### config.mk
export PLATFORM = sky130hd
export DESIGN_NAME = mem_access_unit_flat
export DESIGN_NICKNAME = d
export VERILOG_FILES = /design/src/rtl/mem_access_unit_pkg.sv /design/src/rtl/mem_access_unit_if.sv /design/src/rtl/mem_access_unit_load_extract.sv /design/src/rtl/mem_access_unit.sv /design/src/flat_wrapper.sv
export SDC_FILE = /design/constraint.sdc
export NUM_CORES = 1
export LEC_CHECK = 0
export CAP_MARGIN = 15
export CORE_ASPECT_RATIO = 0.7
export CORE_MARGIN = 4
export CORE_UTILIZATION = 39
export DETAILED_ROUTE_END_ITERATION = 10
export GPL_TIMING_DRIVEN = 0
export PLACE_DENSITY_LB_ADDON = 0.2
export SLEW_MARGIN = 30
export SYNTH_ARGS = -nofsm -noshare
export SYNTH_HDL_FRONTEND = slang
export SYNTH_SLANG_ARGS = --single-unit
### constraint.sdc
create_clock -name clk -period 3.35 [get_ports clk]
set_clock_uncertainty 0.05 [all_clocks]
set_input_delay 0.67 -clock clk [delete_from_list [all_inputs] [get_ports clk]]
set_output_delay 0.67 -clock clk [all_outputs]
set_load 0.05 [all_outputs]
### src/rtl/mem_access_unit_pkg.sv
// Shared types and decode helpers for the MEM-stage load/store unit.
// Opcode constants, FSM states, access-size encoding and lane helpers.
package mem_pkg;

  localparam logic [5:0] OP_LW  = 6'b100011;
  localparam logic [5:0] OP_LB  = 6'b100000;
  localparam logic [5:0] OP_LBU = 6'b100100;
  localparam logic [5:0] OP_LH  = 6'b100001;
  localparam logic [5:0] OP_LHU = 6'b100101;
  localparam logic [5:0] OP_SW  = 6'b101011;
  localparam logic [5:0] OP_SB  = 6'b101000;
  localparam logic [5:0] OP_SH  = 6'b101001;

  typedef enum logic [1:0] {IDLE, REQ, WAIT, DONE} state_t;

  typedef enum logic [1:0] {BYTE, HALF, WORD} size_t;

  typedef struct packed {
    logic  is_mem;
    logic  is_load;
    size_t size;
    logic  sign_ext;
  } mem_op_t;

  function automatic mem_op_t decode_op(input logic [5:0] op);
    mem_op_t d;
    d.is_mem   = 1'b1;
    d.is_load  = 1'b1;
    d.size     = WORD;
    d.sign_ext = 1'b0;
    case (op)
      OP_LW:  d.size = WORD;
      OP_LB:  begin d.size = BYTE; d.sign_ext = 1'b1; end
      OP_LBU: d.size = BYTE;
      OP_LH:  begin d.size = HALF; d.sign_ext = 1'b1; end
      OP_LHU: d.size = HALF;
      OP_SW:  begin d.is_load = 1'b0; d.size = WORD; end
      OP_SB:  begin d.is_load = 1'b0; d.size = BYTE; end
      OP_SH:  begin d.is_load = 1'b0; d.size = HALF; end
      default: begin d.is_mem = 1'b0; d.is_load = 1'b0; end
    endcase
    return d;
  endfunction

  function automatic logic is_aligned(input size_t size, input logic [1:0] off);
    case (size)
      BYTE:    return 1'b1;
      HALF:    return ~off[0];
      default: return (off == 2'b00);
    endcase
  endfunction

  function automatic logic [3:0] byte_en(input size_t size, input logic [1:0] off);
    case (size)
      BYTE:    return 4'b0001 << off;
      HALF:    return off[1] ? 4'b1100 : 4'b0011;
      default: return 4'b1111;
    endcase
  endfunction

  // Replicate store data across every lane so the responder can apply be directly.
  function automatic logic [31:0] lane_data(input size_t size, input logic [31:0] w);
    case (size)
      BYTE:    return {4{w[7:0]}};
      HALF:    return {2{w[15:0]}};
      default: return w;
    endcase
  endfunction

endpackage

### src/rtl/mem_access_unit_if.sv
// Request/grant/response bus between the load/store unit and data memory.
interface mem_access_unit_if #(
  parameter int ADDR_W = 32
);
  logic              mem_req;
  logic              mem_we;
  logic [3:0]        mem_be;
  logic [ADDR_W-1:0] mem_addr;
  logic [31:0]       mem_wdata;
  logic              mem_gnt;
  logic              mem_rvalid;
  logic [31:0]       mem_rdata;

  modport master (
    output mem_req, mem_we, mem_be, mem_addr, mem_wdata,
    input  mem_gnt, mem_rvalid, mem_rdata
  );

  modport slave (
    input  mem_req, mem_we, mem_be, mem_addr, mem_wdata,
    output mem_gnt, mem_rvalid, mem_rdata
  );
endinterface

### src/rtl/mem_access_unit_load_extract.sv
// Selects the addressed byte/half of a read word and sign- or zero-extends it.
module load_extract
  import mem_pkg::*;
(
  input  logic [31:0] mem_rdata,
  input  logic [1:0]  off,
  input  size_t       size,
  input  logic        sign_ext,
  output logic [31:0] ext
);
  logic [7:0]  byte_sel;
  logic [15:0] half_sel;

  always_comb begin
    byte_sel = mem_rdata[{off, 3'b000} +: 8];
    half_sel = off[1] ? mem_rdata[31:16] : mem_rdata[15:0];
    case (size)
      BYTE:    ext = {{24{sign_ext & byte_sel[7]}}, byte_sel};
      HALF:    ext = {{16{sign_ext & half_sel[15]}}, half_sel};
      default: ext = mem_rdata;
    endcase
  end
endmodule

### src/rtl/mem_access_unit.sv
// MEM-stage load/store initiator: decode, alignment check, bus handshake,
// load extraction, and pipeline stall until the access completes.
module mem_access_unit
  import mem_pkg::*;
#(
  parameter int ADDR_W = 32
) (
  input  logic              clk,
  input  logic              reset,
  input  logic              start,
  input  logic [31:0]       ir,
  input  logic [ADDR_W-1:0] addr,
  input  logic [31:0]       wdata,
  output logic              stall,
  output logic [31:0]       rdata,
  output logic              rdata_valid,
  output logic              adel,
  output logic              ades,
  mem_access_unit_if.master bus
);
  state_t            state_q, state_d;
  logic              req_q, req_d;
  logic              we_q, we_d;
  logic [3:0]        be_q, be_d;
  logic [ADDR_W-1:0] addr_q, addr_d;
  logic [31:0]       wdata_q, wdata_d;
  logic [1:0]        off_q, off_d;
  size_t             size_q, size_d;
  logic              sign_q, sign_d;
  logic              load_q, load_d;
  logic [31:0]       rdata_q, rdata_d;

  mem_op_t     dec;
  logic        aligned;
  logic        accept;
  logic [31:0] extracted;
  logic        unused_ir;

  assign dec       = decode_op(ir[31:26]);
  assign aligned   = is_aligned(dec.size, addr[1:0]);
  assign accept    = (state_q == IDLE) && start && dec.is_mem && aligned;
  assign unused_ir = ^ir[25:0];

  load_extract u_extract (
    .mem_rdata (bus.mem_rdata),
    .off       (off_q),
    .size      (size_q),
    .sign_ext  (sign_q),
    .ext       (extracted)
  );

  always_comb begin
    state_d = state_q;
    req_d   = req_q;
    we_d    = we_q;
    be_d    = be_q;
    addr_d  = addr_q;
    wdata_d = wdata_q;
    off_d   = off_q;
    size_d  = size_q;
    sign_d  = sign_q;
    load_d  = load_q;
    rdata_d = rdata_q;

    case (state_q)
      IDLE: begin
        if (accept) begin
          state_d = REQ;
          req_d   = 1'b1;
          we_d    = ~dec.is_load;
          be_d    = byte_en(dec.size, addr[1:0]);
          addr_d  = {addr[ADDR_W-1:2], 2'b00};
          wdata_d = dec.is_load ? 32'h0 : lane_data(dec.size, wdata);
          off_d   = addr[1:0];
          size_d  = dec.size;
          sign_d  = dec.sign_ext;
          load_d  = dec.is_load;
        end
      end
      REQ: begin
        if (bus.mem_gnt) begin
          req_d   = 1'b0;
          state_d = load_q ? WAIT : DONE;
        end
      end
      WAIT: begin
        if (bus.mem_rvalid) begin
          rdata_d = extracted;
          state_d = DONE;
        end
      end
      default: state_d = IDLE;
    endcase
  end

  // Misalignment is only reported for an instruction actually presented in IDLE.
  always_comb begin
    stall       = accept || (state_q == REQ) || (state_q == WAIT);
    rdata_valid = (state_q == DONE) && load_q;
    adel        = (state_q == IDLE) && start && dec.is_mem &&  dec.is_load && !aligned;
    ades        = (state_q == IDLE) && start && dec.is_mem && !dec.is_load && !aligned;
  end

  always_ff @(posedge clk or posedge reset) begin
    if (reset) begin
      state_q <= IDLE;
      req_q   <= 1'b0;
      we_q    <= 1'b0;
      be_q    <= 4'h0;
      addr_q  <= '0;
      wdata_q <= 32'h0;
      off_q   <= 2'b00;
      size_q  <= BYTE;
      sign_q  <= 1'b0;
      load_q  <= 1'b0;
      rdata_q <= 32'h0;
    end else begin
      state_q <= state_d;
      req_q   <= req_d;
      we_q    <= we_d;
      be_q    <= be_d;
      addr_q  <= addr_d;
      wdata_q <= wdata_d;
      off_q   <= off_d;
      size_q  <= size_d;
      sign_q  <= sign_d;
      load_q  <= load_d;
      rdata_q <= rdata_d;
    end
  end

  assign bus.mem_req   = req_q;
  assign bus.mem_we    = we_q;
  assign bus.mem_be    = be_q;
  assign bus.mem_addr  = addr_q;
  assign bus.mem_wdata = wdata_q;
  assign rdata         = rdata_q;
endmodule

### src/flat_wrapper.sv
// flat-port wrapper written by rule: the top's interface ports become plain ports
module mem_access_unit_flat import mem_pkg::*;
#(
  parameter int ADDR_W = 32
)
  (clk, reset, start, ir, addr, wdata, stall, rdata, rdata_valid, adel, ades, bus_mem_req, bus_mem_we, bus_mem_be, bus_mem_addr, bus_mem_wdata, bus_mem_gnt, bus_mem_rvalid, bus_mem_rdata);
  mem_access_unit_if #(.ADDR_W(ADDR_W)) bus_i ();
  input  logic clk;
  input  logic reset;
  input  logic start;
  input  logic [31:0] ir;
  input  logic [ADDR_W-1:0] addr;
  input  logic [31:0] wdata;
  output logic stall;
  output logic [31:0] rdata;
  output logic rdata_valid;
  output logic adel;
  output logic ades;
  output wire logic [$bits(bus_i.mem_req)-1:0] bus_mem_req;
  output wire logic [$bits(bus_i.mem_we)-1:0] bus_mem_we;
  output wire logic [$bits(bus_i.mem_be)-1:0] bus_mem_be;
  output wire logic [$bits(bus_i.mem_addr)-1:0] bus_mem_addr;
  output wire logic [$bits(bus_i.mem_wdata)-1:0] bus_mem_wdata;
  input wire logic [$bits(bus_i.mem_gnt)-1:0] bus_mem_gnt;
  input wire logic [$bits(bus_i.mem_rvalid)-1:0] bus_mem_rvalid;
  input wire logic [$bits(bus_i.mem_rdata)-1:0] bus_mem_rdata;
  assign bus_mem_req = bus_i.mem_req;
  assign bus_mem_we = bus_i.mem_we;
  assign bus_mem_be = bus_i.mem_be;
  assign bus_mem_addr = bus_i.mem_addr;
  assign bus_mem_wdata = bus_i.mem_wdata;
  assign bus_i.mem_gnt = bus_mem_gnt;
  assign bus_i.mem_rvalid = bus_mem_rvalid;
  assign bus_i.mem_rdata = bus_mem_rdata;
  mem_access_unit #(.ADDR_W(ADDR_W)) u_core (.clk(clk), .reset(reset), .start(start), .ir(ir), .addr(addr), .wdata(wdata), .stall(stall), .rdata(rdata), .rdata_valid(rdata_valid), .adel(adel), .ades(ades), .bus(bus_i));
endmodule
After elaboration in Yosys (flattened, before gate mapping)

Cells that the tools add are included.

Word-level logic and storage cells: 78
Register bits: 108
Input port bits: 133
Output and inout bits: 106

Reductions and logical operators: 26
Equality and inequality tests: 16
Muxes and demuxes: 19
Bitwise operators: 4
Shift operators: 2

Operators with widths:

| kind                  | number |
|---|---|
| $pmux W32 S2          | 2 |
| $eq A6 B6 Y1 const B  | 8 |
| $mux W32              | 1 |
| $shiftx A32 B6 Y8     | 1 |
| $mux W16              | 1 |
| $logic_and A1 B1 Y1   | 8 |
| $logic_not A2 Y1      | 4 |
| $pmux W4 S2           | 1 |
| $reduce_or A8 Y1      | 1 |
| $eq A2 B1 Y1 const B  | 3 |
| $mux W1               | 6 |
| $mux W2               | 3 |
| $pmux W2 S3           | 1 |
| $reduce_and A3 Y1     | 2 |
| $reduce_or A3 Y1      | 2 |
| $reduce_or A5 Y1      | 1 |
| $eq A2 B2 Y1 const B  | 2 |
| $mux W4               | 1 |
| $ne A2 B2 Y1 const B  | 2 |
| $pmux W1 S2           | 2 |
| $pmux W2 S2           | 1 |
| $reduce_and A2 Y1     | 2 |
| $shl A1 B2 Y4 const A | 1 |
| $and A1 B1 Y1         | 2 |
| other kinds (6)       | 9 |

Longest topological paths before layout

Gate-level depths: netlist of the first run.

Depth after elaboration: 8
Gate-level depth with buffers: 7

Cells and area by module

A second synthesis of the first run with hierarchy kept.

Cell total of the unflattened synthesis: 480
Area total of the unflattened synthesis: 5601.6 sq um

By module, submodules not included:

| module          | instances | seq. area each (sq um) | cells each | area an instance (sq um) |
|---|---|---|---|---|
| mem_access_unit | 1         | 2702.6                 | 357        | 4895.9 |
| load_extract    | 1         | 0.0                    | 123        | 705.7 |

Worst setup path before layout of the first run

Ideal clock, no wire load.

Kind: input -> output
From: input port addr[0]
To: output port ades
Data arrival time: 3.060 ns
Path slack: -0.430 ns
Stages: 5
Path buffers: 2
Cells stage by stage: clkbuf_1 -> a21boi_0 -> clkbuf_1 -> nor2_1 -> nor4_1

Cells in the longest elaborated chain, start to end: 4
Elaborated cells on any way between the ends: 5

RTL lines:

| element                                               | RTL line                                             | RTL |
|---|---|---|
| start: declaration                                    | flat_wrapper.sv:12                                   | `input logic [ADDR_W-1:0] addr;` |
| $logic_not A2 Y1 / $not A1 Y1 (equally long branches) | mem_access_unit_pkg.sv:49, mem_access_unit_pkg.sv:48 |  |
| $pmux W1 S2 *                                         | mem_access_unit_pkg.sv:46                            | `case (size)` |
| $logic_not A1 Y1 *                                    | mem_access_unit.sv:101                               | `ades = (state_q == IDLE) && start && dec.is_mem && !dec.is_load && !aligned;` |
| $logic_and A1 B1 Y1 *                                 | mem_access_unit.sv:101                               |  |
| end: declaration                                      | flat_wrapper.sv:18                                   | `output logic ades;` |

Every way passes the cells marked *; elsewhere a longest branch is shown, timed or not.

Final worst setup path of the first run

From: input port ir[28]
To: output port ades

Cells in the longest elaborated chain, start to end: 7
Elaborated cells on any way between the ends: 23

RTL lines:

| element                                                 | RTL line                  | RTL |
|---|---|---|
| start: declaration                                      | flat_wrapper.sv:11        | `input logic [31:0] ir;` |
| $eq A6 B6 Y1                                            | mem_access_unit_pkg.sv:31 | `case (op)` |
| $reduce_or A3 Y1 (no source line)                       | --                        |  |
| $pmux W2 S2                                             | mem_access_unit_pkg.sv:31 |  |
| $eq A2 B1 Y1 / $logic_not A2 Y1 (equally long branches) | mem_access_unit_pkg.sv:46 |  |
| $pmux W1 S2                                             | mem_access_unit_pkg.sv:46 |  |
| $logic_not A1 Y1                                        | mem_access_unit.sv:101    |  |
| $logic_and A1 B1 Y1 *                                   | mem_access_unit.sv:101    |  |

Marks and branches as above.

==> results of run 1 <==
==> routing by layer <==
metal / track usage, % / part of all wire, % / wire (um)
met5: 0 / 0 / 0
met4: 3.529 / 0.61 / 108
met3: 6.906 / 9.7 / 1719
met2: 32.53 / 45 / 8025
met1: 28.70 / 45 / 7917
==> report_power, final <==
group          total [uW]  leakage, uW  switching (uW)  internal, uW
Sequential           2000      0.00143             273          1730
Clock                1090     0.000149             545           547
Combinational        3780      0.00233            2330          1450
==> logic make-up after synthesis <==
group	count (synthesis)	synth area share, %
mux	98	23.40
other cells	1	0.06427
buf+inv	48	4.289
flops	108	46.32
simple gates	137	12.12
fa+ha+maj	5	1.072
compound gates	106	12.74
==> worst max path at each step <==
stage                     startpoint    end  slack [ps]  cells after the start
after CTS                     ir[31]  stall          10                      8
final                         ir[28]   ades         160                      7
after global routing         addr[0]   ades         -20                      7
after global placement        ir[30]   adel        -980                      7
after detailed placement      ir[30]   adel       -1030                      7
after floorplan              addr[0]   ades         120                      5
==> cell usage in the layout, fill, tap and decap left out, types with 3 or more instances in the layout <==
| cell type | instances |
|---|---|
| sky130_fd_sc_hd__a211oi_1 | 9 |
| sky130_fd_sc_hd__a21o_1 | 3 |
| sky130_fd_sc_hd__a21oi_1 | 22 |
| sky130_fd_sc_hd__a221o_1 | 8 |
| sky130_fd_sc_hd__a31oi_1 | 5 |
| sky130_fd_sc_hd__and2_1 | 4 |
| sky130_fd_sc_hd__and3_1 | 6 |
| sky130_fd_sc_hd__buf_12 | 3 |
| sky130_fd_sc_hd__buf_2 | 3 |
| sky130_fd_sc_hd__buf_4 | 9 |
| sky130_fd_sc_hd__buf_6 | 8 |
| sky130_fd_sc_hd__clkbuf_1 | 21 |
| sky130_fd_sc_hd__clkbuf_16 | 9 |
| sky130_fd_sc_hd__clkbuf_4 | 4 |
| sky130_fd_sc_hd__clkdlybuf4s50_1 | 206 |
| sky130_fd_sc_hd__dfrtp_1 | 108 |
| sky130_fd_sc_hd__ha_1 | 5 |
| sky130_fd_sc_hd__inv_1 | 5 |
| sky130_fd_sc_hd__mux2_4 | 59 |
| sky130_fd_sc_hd__mux2i_1 | 31 |
| sky130_fd_sc_hd__mux4_2 | 7 |
| sky130_fd_sc_hd__nand2_1 | 40 |
| sky130_fd_sc_hd__nand2b_1 | 5 |
| sky130_fd_sc_hd__nand3_1 | 43 |
| sky130_fd_sc_hd__nand4_1 | 4 |
| sky130_fd_sc_hd__nor2_1 | 5 |
| sky130_fd_sc_hd__nor2b_1 | 14 |
| sky130_fd_sc_hd__o21ai_0 | 22 |
| sky130_fd_sc_hd__o31ai_1 | 17 |
==> metrics by stage <==
stage | area [um2] | setup TNS [ps] | setup slack, ps | power [uW]
after global placement | 8189 | -2643 | -978.3 | 5736
after CTS | 8617 | 0 | 14.62 | 6919
after global routing | 8637 | -15.52 | -15.52 | 7201
after detailed placement | 8277 | -2759 | -1033 | 5803
after floorplan | 5853 | 0 | 123.1 | 4496
final | 8637 | 0 | 160.8 | 6875
==> cell type report <==
type	instances	area [um2]	area share (%)
inverters	6	26.28	0.3042
repair buffers	217	2202	25.50
multi-input cells	348	2913	33.72
clock inverters	6	67.56	0.7823
flip-flops and latches	108	2703	31.29
well taps	195	244.0	2.825
plain buffers	41	242.7	2.810
clock buffers	10	239.0	2.767
==> flip-flops by register name, indices dropped and copies added, names as in the netlist <==
name	flops
u_core.bus.mem_addr	30
u_core.bus.mem_be	4
u_core.bus.mem_req	1
u_core.bus.mem_wdata	32
u_core.bus.mem_we	1
u_core.load_q	1
u_core.off_q	2
u_core.rdata	32
u_core.sign_q	1
u_core.size_q	2
u_core.state_q	2
==> worst max-delay path, cell delays in order <==
cell	delay, ps
sky130_fd_sc_hd__clkdlybuf4s50_1	470
sky130_fd_sc_hd__nand2b_1	290
sky130_fd_sc_hd__a211oi_4	310
sky130_fd_sc_hd__clkbuf_4	240
sky130_fd_sc_hd__clkbuf_4	230
sky130_fd_sc_hd__nor4_2	50
sky130_fd_sc_hd__buf_4	200
==> timing repair <==
| action | CTS | global route |
|---|---|---|
| endpoints found under the setup margin | 3 | 3 |
| endpoints found under the hold margin | 0 | 0 |
| hold buffers | 0 | 0 |
| resized for setup | 26 | 10 |
| pin swaps | 3 | 0 |
| buffers inserted | 3 | 1 |
| cloned | 0 | 0 |
==> impl_summary.log, run 1 <==
INFO  metric netlist-cell-type-count = 54
INFO  metric peakVddDrop = between 0.0003 and 0.0004 V
INFO  metric vias = 4,991
INFO  metric worstHoldPathType = flip-flop to flip-flop
INFO  metric required = 2630 ps
INFO  metric yosys.area.top_type = sky130_fd_sc_hd__dfrtp_1
INFO  metric chipHeight = 110.3 um
INFO  metric status = completed
INFO  metric route.final.wire_length = 17.77 mm
INFO  metric synth-edff-count = 0
INFO  metric synth_top_area_share = between 40 and 50%
INFO  metric synth-seq-cells = 108
INFO  metric cellPowerDensity = between 700 and 800 nW/um2
INFO  metric start_util = 39.76%
INFO  metric die_w = about 150 um
INFO  metric design.die.area = 17,010 um2
INFO  metric drc_errors = 0
INFO  metric synth_most_common_cell = sky130_fd_sc_hd__dfrtp_1
INFO  metric core_area = ~15,000 um2
INFO  metric worst_reg_to_reg_path_cell_count = 8
INFO  metric timing.critical_path.fanout_max = 10
INFO  metric tightest_slew = 760.1 ps
INFO  metric drtIter0Drc = 336
INFO  metric largest_net_degree_at_the_start_of_global_routing = 27
INFO  metric synth_area = 5834 um2
INFO  metric final-setup-viol-count = 0
INFO  metric cts-root-buf = sky130_fd_sc_hd__clkbuf_16
INFO  metric floorplan.io_pins = 239
INFO  metric routabilityCongestion = 0.8705
INFO  metric critPathLaunchType = primary input
INFO  metric worst_hold_path.endpoint = u_core.rdata[2]
INFO  metric grt_pass1_vias = 5,149
INFO  metric worst_r2r_src = u_core.state_q[1]
INFO  metric whs = 444.2 ps
INFO  metric power_leakage = 0.003909 uW
INFO  metric synth_warnings = 0
INFO  metric worstReg2RegEnd = u_core.bus.mem_wdata[9]
INFO  metric grt_overflow_total = 0
INFO  metric report.final.hold_viol_count = 0
INFO  metric layout.nets = 869
INFO  metric route.detailed.vias_per_inst = between 5 and 6
INFO  metric antenna_cells_inserted = 0
INFO  metric timing.hold.worst.start = u_core.rdata[2]
INFO  metric clk_path_buf_depth = 2
INFO  metric synthTopCellsByArea = sky130_fd_sc_hd__dfrtp_1, sky130_fd_sc_hd__mux2_4, sky130_fd_sc_hd__mux2i_1
INFO  metric cts_sinks = 108
INFO  metric register_to_register_path_setup_slack = 990 ps
INFO  metric fillerInstances = 1,219
INFO  metric worstSetupEndpointType = output pin
INFO  metric track_usage = approximately a fifth
INFO  metric flow.area_growth_from_synthesis = 48.04%
INFO  metric final_core_util = 58.85%
INFO  metric worst_skew_pair.late_latency = roughly 350 ps
INFO  metric core.rowCount = 37
INFO  metric max_cap_viol_count = 0
INFO  metric yosysSeqAreaShare = 46.32%
INFO  metric dp.cells = 912
INFO  metric grt_first_pass_wirelength = 27.94 mm
INFO  metric period_share = 95.20%
INFO  metric per_instance_average_area_after_synthesis = approximately 12 um2
INFO  metric timing_limited_maximum_frequency = 313.6 MHz
INFO  metric max_slew_margin = 48.94%
INFO  metric routed_wire_length_per_instance = 19.09 um
INFO  metric clock_tree_from_tritoncts = built
INFO  metric cts_htree_levels = 3
INFO  metric drtPass1Iterations = 5
INFO  metric synthArstFlopShare = 100.0%
INFO  metric hold_path_depth = 2
INFO  metric most_numerous_cell_types_in_the_synthesized_netlist = sky130_fd_sc_hd__dfrtp_1, sky130_fd_sc_hd__mux2_4, sky130_fd_sc_hd__nand3_1, sky130_fd_sc_hd__nand2_1, sky130_fd_sc_hd__mux2i_1
INFO  metric min_clock_period_post_route = between 3000 and 4000 ps
INFO  metric layout-drive-gt1-share = 17.26%
INFO  metric ant_nets = 0
INFO  metric cp_data_arrival_time = 2470 ps
INFO  metric clock_pin_slew_of_the_registers_on_the_worst_case_setup_and_hold_paths = 80 ps
INFO  metric synthFlopType = sky130_fd_sc_hd__dfrtp_1
INFO  metric place.port_buffers = 209
INFO  metric setup.worst_path.class = primary input to output pin
INFO  metric dp.final_hpwl = around 14 mm
INFO  metric cts-buffers-inserted = 9
INFO  metric layout.cells.non_filler = between 900 and 1,000
INFO  metric synthesis.instances = between 500 and 600
INFO  metric report.final.slew_viol_count = 0
INFO  metric initial_antenna_violation_count = 0
Power figures use the tool's default switching activity.
==> run 2: changes to the inputs <==
--- a/config.mk
+++ b/config.mk
@@ -10,7 +10,6 @@
 export CORE_MARGIN = 4
 export CORE_UTILIZATION = 39
 export DETAILED_ROUTE_END_ITERATION = 10
-export GPL_TIMING_DRIVEN = 0
 export PLACE_DENSITY_LB_ADDON = 0.2
 export SLEW_MARGIN = 30
 export SYNTH_ARGS = -nofsm -noshare
==> run 2 against run 1 <==
Net effect: design area shrank 1.5%; global-route usage shrank 1.0 points; hold slack lost 3.5 ps; combinational power shrank 1%; critical endpoint is now stall.
==> impl_summary.log, run 2 (same netlist as run 1, synthesis figures left out) <==
INFO  metric ant_nets = 0
INFO  metric cts_hold_buf = 0
INFO  metric cts-buffers-inserted = 9
INFO  metric layout-drive-gt1-share = 16.99%
INFO  metric post_cts.repair.setup_buffers = 0
INFO  metric final_cell_mix = sky130_fd_sc_hd__clkdlybuf4s50_1, sky130_fd_sc_hd__dfrtp_1, sky130_fd_sc_hd__mux2_4
INFO  metric clock_pin_slew_of_the_registers_on_the_worst_case_setup_and_hold_paths = 80 ps
INFO  metric cts_sinks = 108
INFO  metric period_share = 94.96%
INFO  metric floorplan.io_pins = 239
INFO  metric layout.cells.non_filler = 907
INFO  metric p_sw = around 3100 uW
INFO  metric drtIter0Drc = 356
INFO  metric setup.worst_path.class = primary input to output pin
INFO  metric die_w = 154.2 um
INFO  metric placement.setup.worst_slack = 170.6 ps
INFO  metric ctsResizeCount = 0
INFO  metric place.port_buffers = 210
INFO  metric start_util = 39.76%
INFO  metric worstHoldPathType = flip-flop to flip-flop
INFO  metric flow.area_growth_from_synthesis = 45.87%
INFO  metric dp.final_hpwl = ~13 mm
INFO  metric required = around 2600 ps
INFO  metric power_switching_share = 44.39%
INFO  metric layout.nets = 845
INFO  metric clock_tree_from_tritoncts = built
INFO  metric max_cap_viol_count = 0
INFO  metric chipHeight = approximately 110 um
INFO  metric max_slew_margin = 46.97%
INFO  metric pwr-share-clk = between 15 and 20%
INFO  metric drtPass1Iterations = 5
INFO  metric initial_antenna_violation_count = 0
INFO  metric setup_slack = roughly 170 ps
INFO  metric setup_tns = 0 ps
INFO  metric drc_errors = 0
INFO  metric timing_limited_maximum_frequency = approximately 310 MHz
INFO  metric clk_path_buf_depth = 2
INFO  metric routed_wire_length_per_instance = between 15 and 20 um
INFO  metric combinationalPowerShare = 53.6%
INFO  metric report.final.slew_viol_count = 0
INFO  metric status = completed
INFO  metric route.final.wire_length = ~17 mm
INFO  metric worstSetupEndpointType = output pin
INFO  metric final-setup-viol-count = 0
INFO  metric grt_overflow_total = 0
INFO  metric design.die.area = between 15,000 and 20,000 um2
INFO  metric power.sequential.fraction = between 20 and 30%
INFO  metric grt_first_pass_wirelength = 26.73 mm
INFO  metric dp.cells = 891
INFO  metric cellPowerDensity = 818.1 nW/um2
INFO  metric core.rowCount = 37
INFO  metric worst_skew_pair.late_latency = 350 ps
INFO  metric internal-power = 3872 uW
INFO  metric antenna_cells_inserted = 0
INFO  metric peakVddDrop = 0.0003655 V
INFO  metric tightest_slew = 795.5 ps
INFO  metric route.detailed.vias_per_inst = 5.334
INFO  metric power_leakage = 0.003862 uW
INFO  metric core_area = about 15,000 um2
INFO  metric timing.critical_path.fanout_max = 16
INFO  metric cp_data_arrival_time = 2460 ps
INFO  metric cts_htree_levels = 3
INFO  metric report.final.hold_viol_count = 0
INFO  metric critPathLaunchType = primary input
INFO  metric leading_cell_type_in_the_layout_fill_and_taps_excluded = sky130_fd_sc_hd__clkdlybuf4s50_1
INFO  metric cts-root-buf = sky130_fd_sc_hd__clkbuf_16
INFO  metric design_power_total = between 6000 and 7000 uW
INFO  metric grt_setup_unrepaired = no
INFO  metric min_clock_period_post_route = between 3000 and 4000 ps
INFO  metric vias = 4,838
INFO  metric routabilityCongestion = 0.8567
INFO  metric grt_pass1_vias = 4,982
INFO  metric track_usage = 19.75%
INFO  metric largest_net_degree_at_the_start_of_global_routing = 61
-- run 2: worst max-delay path: stages --
cell,delay (ps)
sky130_fd_sc_hd__clkdlybuf4s50_1,570
sky130_fd_sc_hd__a21o_1,510
sky130_fd_sc_hd__o21ai_1,280
sky130_fd_sc_hd__nand3_4,170
sky130_fd_sc_hd__nand2_1,100
sky130_fd_sc_hd__buf_12,160
-- run 2: per-layer routing --
| metal | global-route usage [%] | vias to the layer above | routed length (um) |
|---|---|---|---|
| met3 | 6.828 | 14 | 1656 |
| met2 | 30.39 | 217 | 7557 |
| met5 | 0 | - | 0 |
| li1 | - | 2253 | - |
| met1 | 27.19 | 2354 | 7773 |
| met4 | 4.348 | 0 | 159 |
-- run 2: power by group through the flow --
stage                     clock, uW  sequential, uW  combinational (uW)
final                          1200            2030                3730
after global routing           1280            2090                3920
after CTS                      1240            2030                3760
after detailed placement          0            2050                3750
after global placement            0            2030                3710
after floorplan                   0            3390                1110
-- run 2: through the flow --
stage	utilization [%]	area [um2]	hold slack, ps
floorplan	-	5853	437.2
global placement	55.72	8177	413.7
detailed placement	55.72	8177	428.7
CTS	57.99	8511	445.9
global route	57.99	8511	471.4
finish	57.99	8511	440.7
-- run 2: final cells by class --
type / instances / area [um2]
Clock buffer: 10 / 239.0
Fill cell: 1231 / 6165
Sequential cell: 108 / 2703
Timing Repair Buffer: 234 / 2300
Tap cell: 195 / 244.0
Multi-Input combinational cell: 348 / 2904
Inverter: 6 / 26.28
Clock inverter: 6 / 95.09
-- run 2: path summary, 6_finish.rpt --
| kind | start | to | depth (start not counted) | slack [ps] |
|---|---|---|---|---|
| max in group asynchronous | reset | u_core.bus.mem_addr[17] | 3 | 1840 |
| min in group asynchronous | reset | u_core.rdata[31] | 3 | 800 |
| worst min register to register | u_core.rdata[6] | u_core.rdata[6] | 2 | 440 |
| worst min-delay path | u_core.rdata[6] | u_core.rdata[6] | 2 | 440 |
| worst max register to register | u_core.state_q[1] | u_core.bus.mem_req | 6 | 950 |
| worst max-delay path | ir[29] | stall | 6 | 170 |
==> run 3: changes to the inputs <==
--- a/config.mk
+++ b/config.mk
@@ -8,7 +8,8 @@
 export CAP_MARGIN = 15
 export CORE_ASPECT_RATIO = 0.7
 export CORE_MARGIN = 4
-export CORE_UTILIZATION = 39
+export CORE_UTILIZATION = 47
+export CTS_CLUSTER_SIZE = 40
 export DETAILED_ROUTE_END_ITERATION = 10
 export PLACE_DENSITY_LB_ADDON = 0.2
 export SLEW_MARGIN = 30
==> constraint.sdc (replaced) <==
create_clock -name clk -period 4 [get_ports clk]
set_clock_uncertainty 0.05 [all_clocks]
set_input_delay 0.8 -clock clk [delete_from_list [all_inputs] [get_ports clk]]
set_output_delay 0.8 -clock clk [all_outputs]
set_load 0.05 [all_outputs]
==> run 3 against run 2 <==
Net effect: flip-flop and latch count is the same; via count grew 1.7%; first-iteration DRC count is 41% higher; final cell count shrank 5.4%; non-clock buffer count shrank 11; wire length shrank 1.2%; sequential share of layout area grew 0.62 points; die area fell by 16%; clock power shrank 27%; critical path depth unchanged; count of clock-buffer cells in the layout up 1.
==> impl_summary.log, run 3 (same netlist as run 1, synthesis figures left out) <==
INFO  metric cts_hold_buf = 0
INFO  metric setup.worst_path.class = primary input to output pin
INFO  metric route.detailed.vias_per_inst = 5.732
INFO  metric cp_data_arrival_time = about 2800 ps
INFO  metric required = 3150 ps
INFO  metric register_to_register_path_setup_slack = ~1500 ps
INFO  metric setup_tns = 0 ps
INFO  metric layout.cells.non_filler = 858
INFO  metric layout-drive-gt1-share = 15.55%
INFO  metric status = completed
INFO  metric worstReg2RegEnd = u_core.bus.mem_wdata[10]
INFO  metric leading_cell_type_in_the_layout_fill_and_taps_excluded = sky130_fd_sc_hd__clkdlybuf4s50_1
INFO  metric report.final.slew_viol_count = 0
INFO  metric worst_r2r_src = u_core.state_q[1]
INFO  metric ctsResizeCount = 0
INFO  metric design.die.area = 14,290 um2
INFO  metric chipHeight = 101.2 um
INFO  metric drtPass1Iterations = 5
INFO  metric cts_sinks = 108
INFO  metric core.rowCount = 33
INFO  metric place.port_buffers = 210
INFO  metric grt_setup_unrepaired = no
INFO  metric flow.area_growth_from_synthesis = 43.08%
INFO  metric max_slew_margin = 39.64%
INFO  metric grt_pass1_vias = 4,901
INFO  metric cts-root-buf = sky130_fd_sc_hd__clkbuf_16
INFO  metric dp.final_hpwl = 12.49 mm
INFO  metric period_share = 91.75%
INFO  metric tightest_slew = between 900 and 1000 ps
INFO  metric drc_errors = 0
INFO  metric peakVddDrop = ~0.00053 V
INFO  metric max_cap_viol_count = 0
INFO  metric dp.cells = 842
INFO  metric floorplan.io_pins = 239
INFO  metric min_clock_period_post_route = 3670 ps
INFO  metric pwr-share-clk = between 10% and 20%
INFO  metric antenna_cells_inserted = 0
INFO  metric timing.critical_path.fanout_max = 9
INFO  metric drtIter0Drc = 502
INFO  metric track_usage = 23.72%
INFO  metric grt_use_met2 = 35.35%
INFO  metric post_cts.repair.setup_buffers = 0
INFO  metric combinationalPowerShare = 55.2%
INFO  metric cp-endpoint = stall
INFO  metric grt_overflow_total = 0
INFO  metric worst_reg_to_reg_path_cell_count = 7
INFO  metric routed_wire_length_per_instance = 19.75 um
INFO  metric startpoint = ir[26]
INFO  metric worstSetupEndpointType = output pin
INFO  metric clock_tree_from_tritoncts = built
INFO  metric route.final.wire_length = 16.95 mm
INFO  metric final_cell_mix = sky130_fd_sc_hd__clkdlybuf4s50_1, sky130_fd_sc_hd__dfrtp_1, sky130_fd_sc_hd__mux2_4
INFO  metric detailed_place.area = approximately 8100 um2
INFO  metric largest_net_degree_at_the_start_of_global_routing = 70
INFO  metric ant_nets = 0
INFO  metric layout.nets = 834
INFO  metric power.sequential.fraction = 29.4%
INFO  metric power_leakage = 0.003803 uW
INFO  metric internal-power = 3125 uW
INFO  metric routabilityCongestion = 0.8775
INFO  metric gr-max-usage-layer = met2
INFO  metric cts_htree_levels = 3
INFO  metric stdcell_area = 8348 um2
INFO  metric initial_antenna_violation_count = 0
INFO  metric design_power_total = 5712 uW
INFO  metric cts-buffers-inserted = 9
INFO  metric core_area = 11,930 um2
INFO  metric start_util = 48.89%
INFO  metric worst_skew_pair.late_latency = around 350 ps
INFO  metric cellPowerDensity = 684.3 nW/um2
INFO  metric final-setup-viol-count = 0
INFO  metric worstHoldPathType = flip-flop to flip-flop
INFO  metric global_route.usage.met3 = 7.079%
INFO  metric grt_first_pass_wirelength = 26.85 mm
INFO  metric power_switching_share = 45.30%
INFO  metric die_w = 141.2 um
INFO  metric critPathLaunchType = primary input
INFO  metric timing_limited_maximum_frequency = approximately 270 MHz
INFO  metric grt_use_met1 = about 34%
INFO  metric clk_path_buf_depth = 2
INFO  metric vias = 4,918
INFO  metric report.final.hold_viol_count = 0
INFO  metric clock_pin_slew_of_the_registers_on_the_worst_case_setup_and_hold_paths = 70 ps
INFO  metric p_sw = 2588 uW
## run 3: changes by cell type in the layout (fill, tap and decap cells not counted)
cell	previous run	this run
sky130_fd_sc_hd__buf_12	2	3
sky130_fd_sc_hd__buf_4	25	13
sky130_fd_sc_hd__bufinv_16	2	0
sky130_fd_sc_hd__clkbuf_8	1	2
sky130_fd_sc_hd__clkinv_4	0	2
sky130_fd_sc_hd__clkinvlp_4	3	1
sky130_fd_sc_hd__inv_4	0	1
sky130_fd_sc_hd__inv_6	1	2
sky130_fd_sc_hd__inv_8	1	0
sky130_fd_sc_hd__nor3b_1	2	3
sky130_fd_sc_hd__nor3b_2	1	0
## run 3: critical path: stages
cell and delay (ps):
sky130_fd_sc_hd__clkdlybuf4s50_1 640, sky130_fd_sc_hd__or3b_1 650, sky130_fd_sc_hd__o21ai_4 270, sky130_fd_sc_hd__nand3_4 110, sky130_fd_sc_hd__nand2_1 190, sky130_fd_sc_hd__buf_12 160
## run 3: layout make-up
| type | instances | area, um2 |
|---|---|---|
| tap | 157 | 196.4 |
| timing repair buffer | 223 | 2230 |
| sequential | 108 | 2703 |
| fill | 835 | 3585 |
| inverter | 6 | 25.02 |
| multi-input combinational | 348 | 2899 |
| clock buffer | 11 | 252.7 |
| clock inverter | 5 | 42.54 |
## run 3: how the worst min path moves through the flow
stage	from	to	slack, ps	cells past startpoint
3_5_place_dp	u_core.rdata[5]	u_core.rdata[5]	420	2
3_3_place_gp	u_core.rdata[4]	u_core.rdata[4]	410	2
2_1_floorplan	u_core.load_q	u_core.load_q	440	1
4_1_cts	u_core.rdata[5]	u_core.rdata[5]	440	2
6_report	u_core.rdata[5]	u_core.rdata[5]	440	2
5_1_grt	u_core.rdata[25]	u_core.rdata[25]	460	2
## run 3: routing by layer
metal	vias up	share of wire, %	wire [um]
li1	2226	-	-
met1	2406	45	7594
met2	260	44	7450
met3	26	9.6	1627
met4	0	1.6	274
met5	-	0	0
## run 3: power groups by stage
stage	registers [uW]	logic [uW]	clock network (uW)
after global routing	1720	3300	944
after global placement	1670	3120	0
after floorplan	2840	928	0
after detailed placement	1690	3150	0
final	1680	3150	878
after CTS	1680	3170	900
## run 3: metrics by stage
step / util [%] / hold slack (ps) / setup slack (ps)
finish: 69.96 / 435.0 / 330.2
global route: 69.96 / 459.6 / 216.1
CTS: 69.96 / 438.7 / 365.8
detailed placement: 67.48 / 421.8 / 374.8
global placement: 67.48 / 413.6 / 390.4
floorplan: - / 437.2 / 115.3
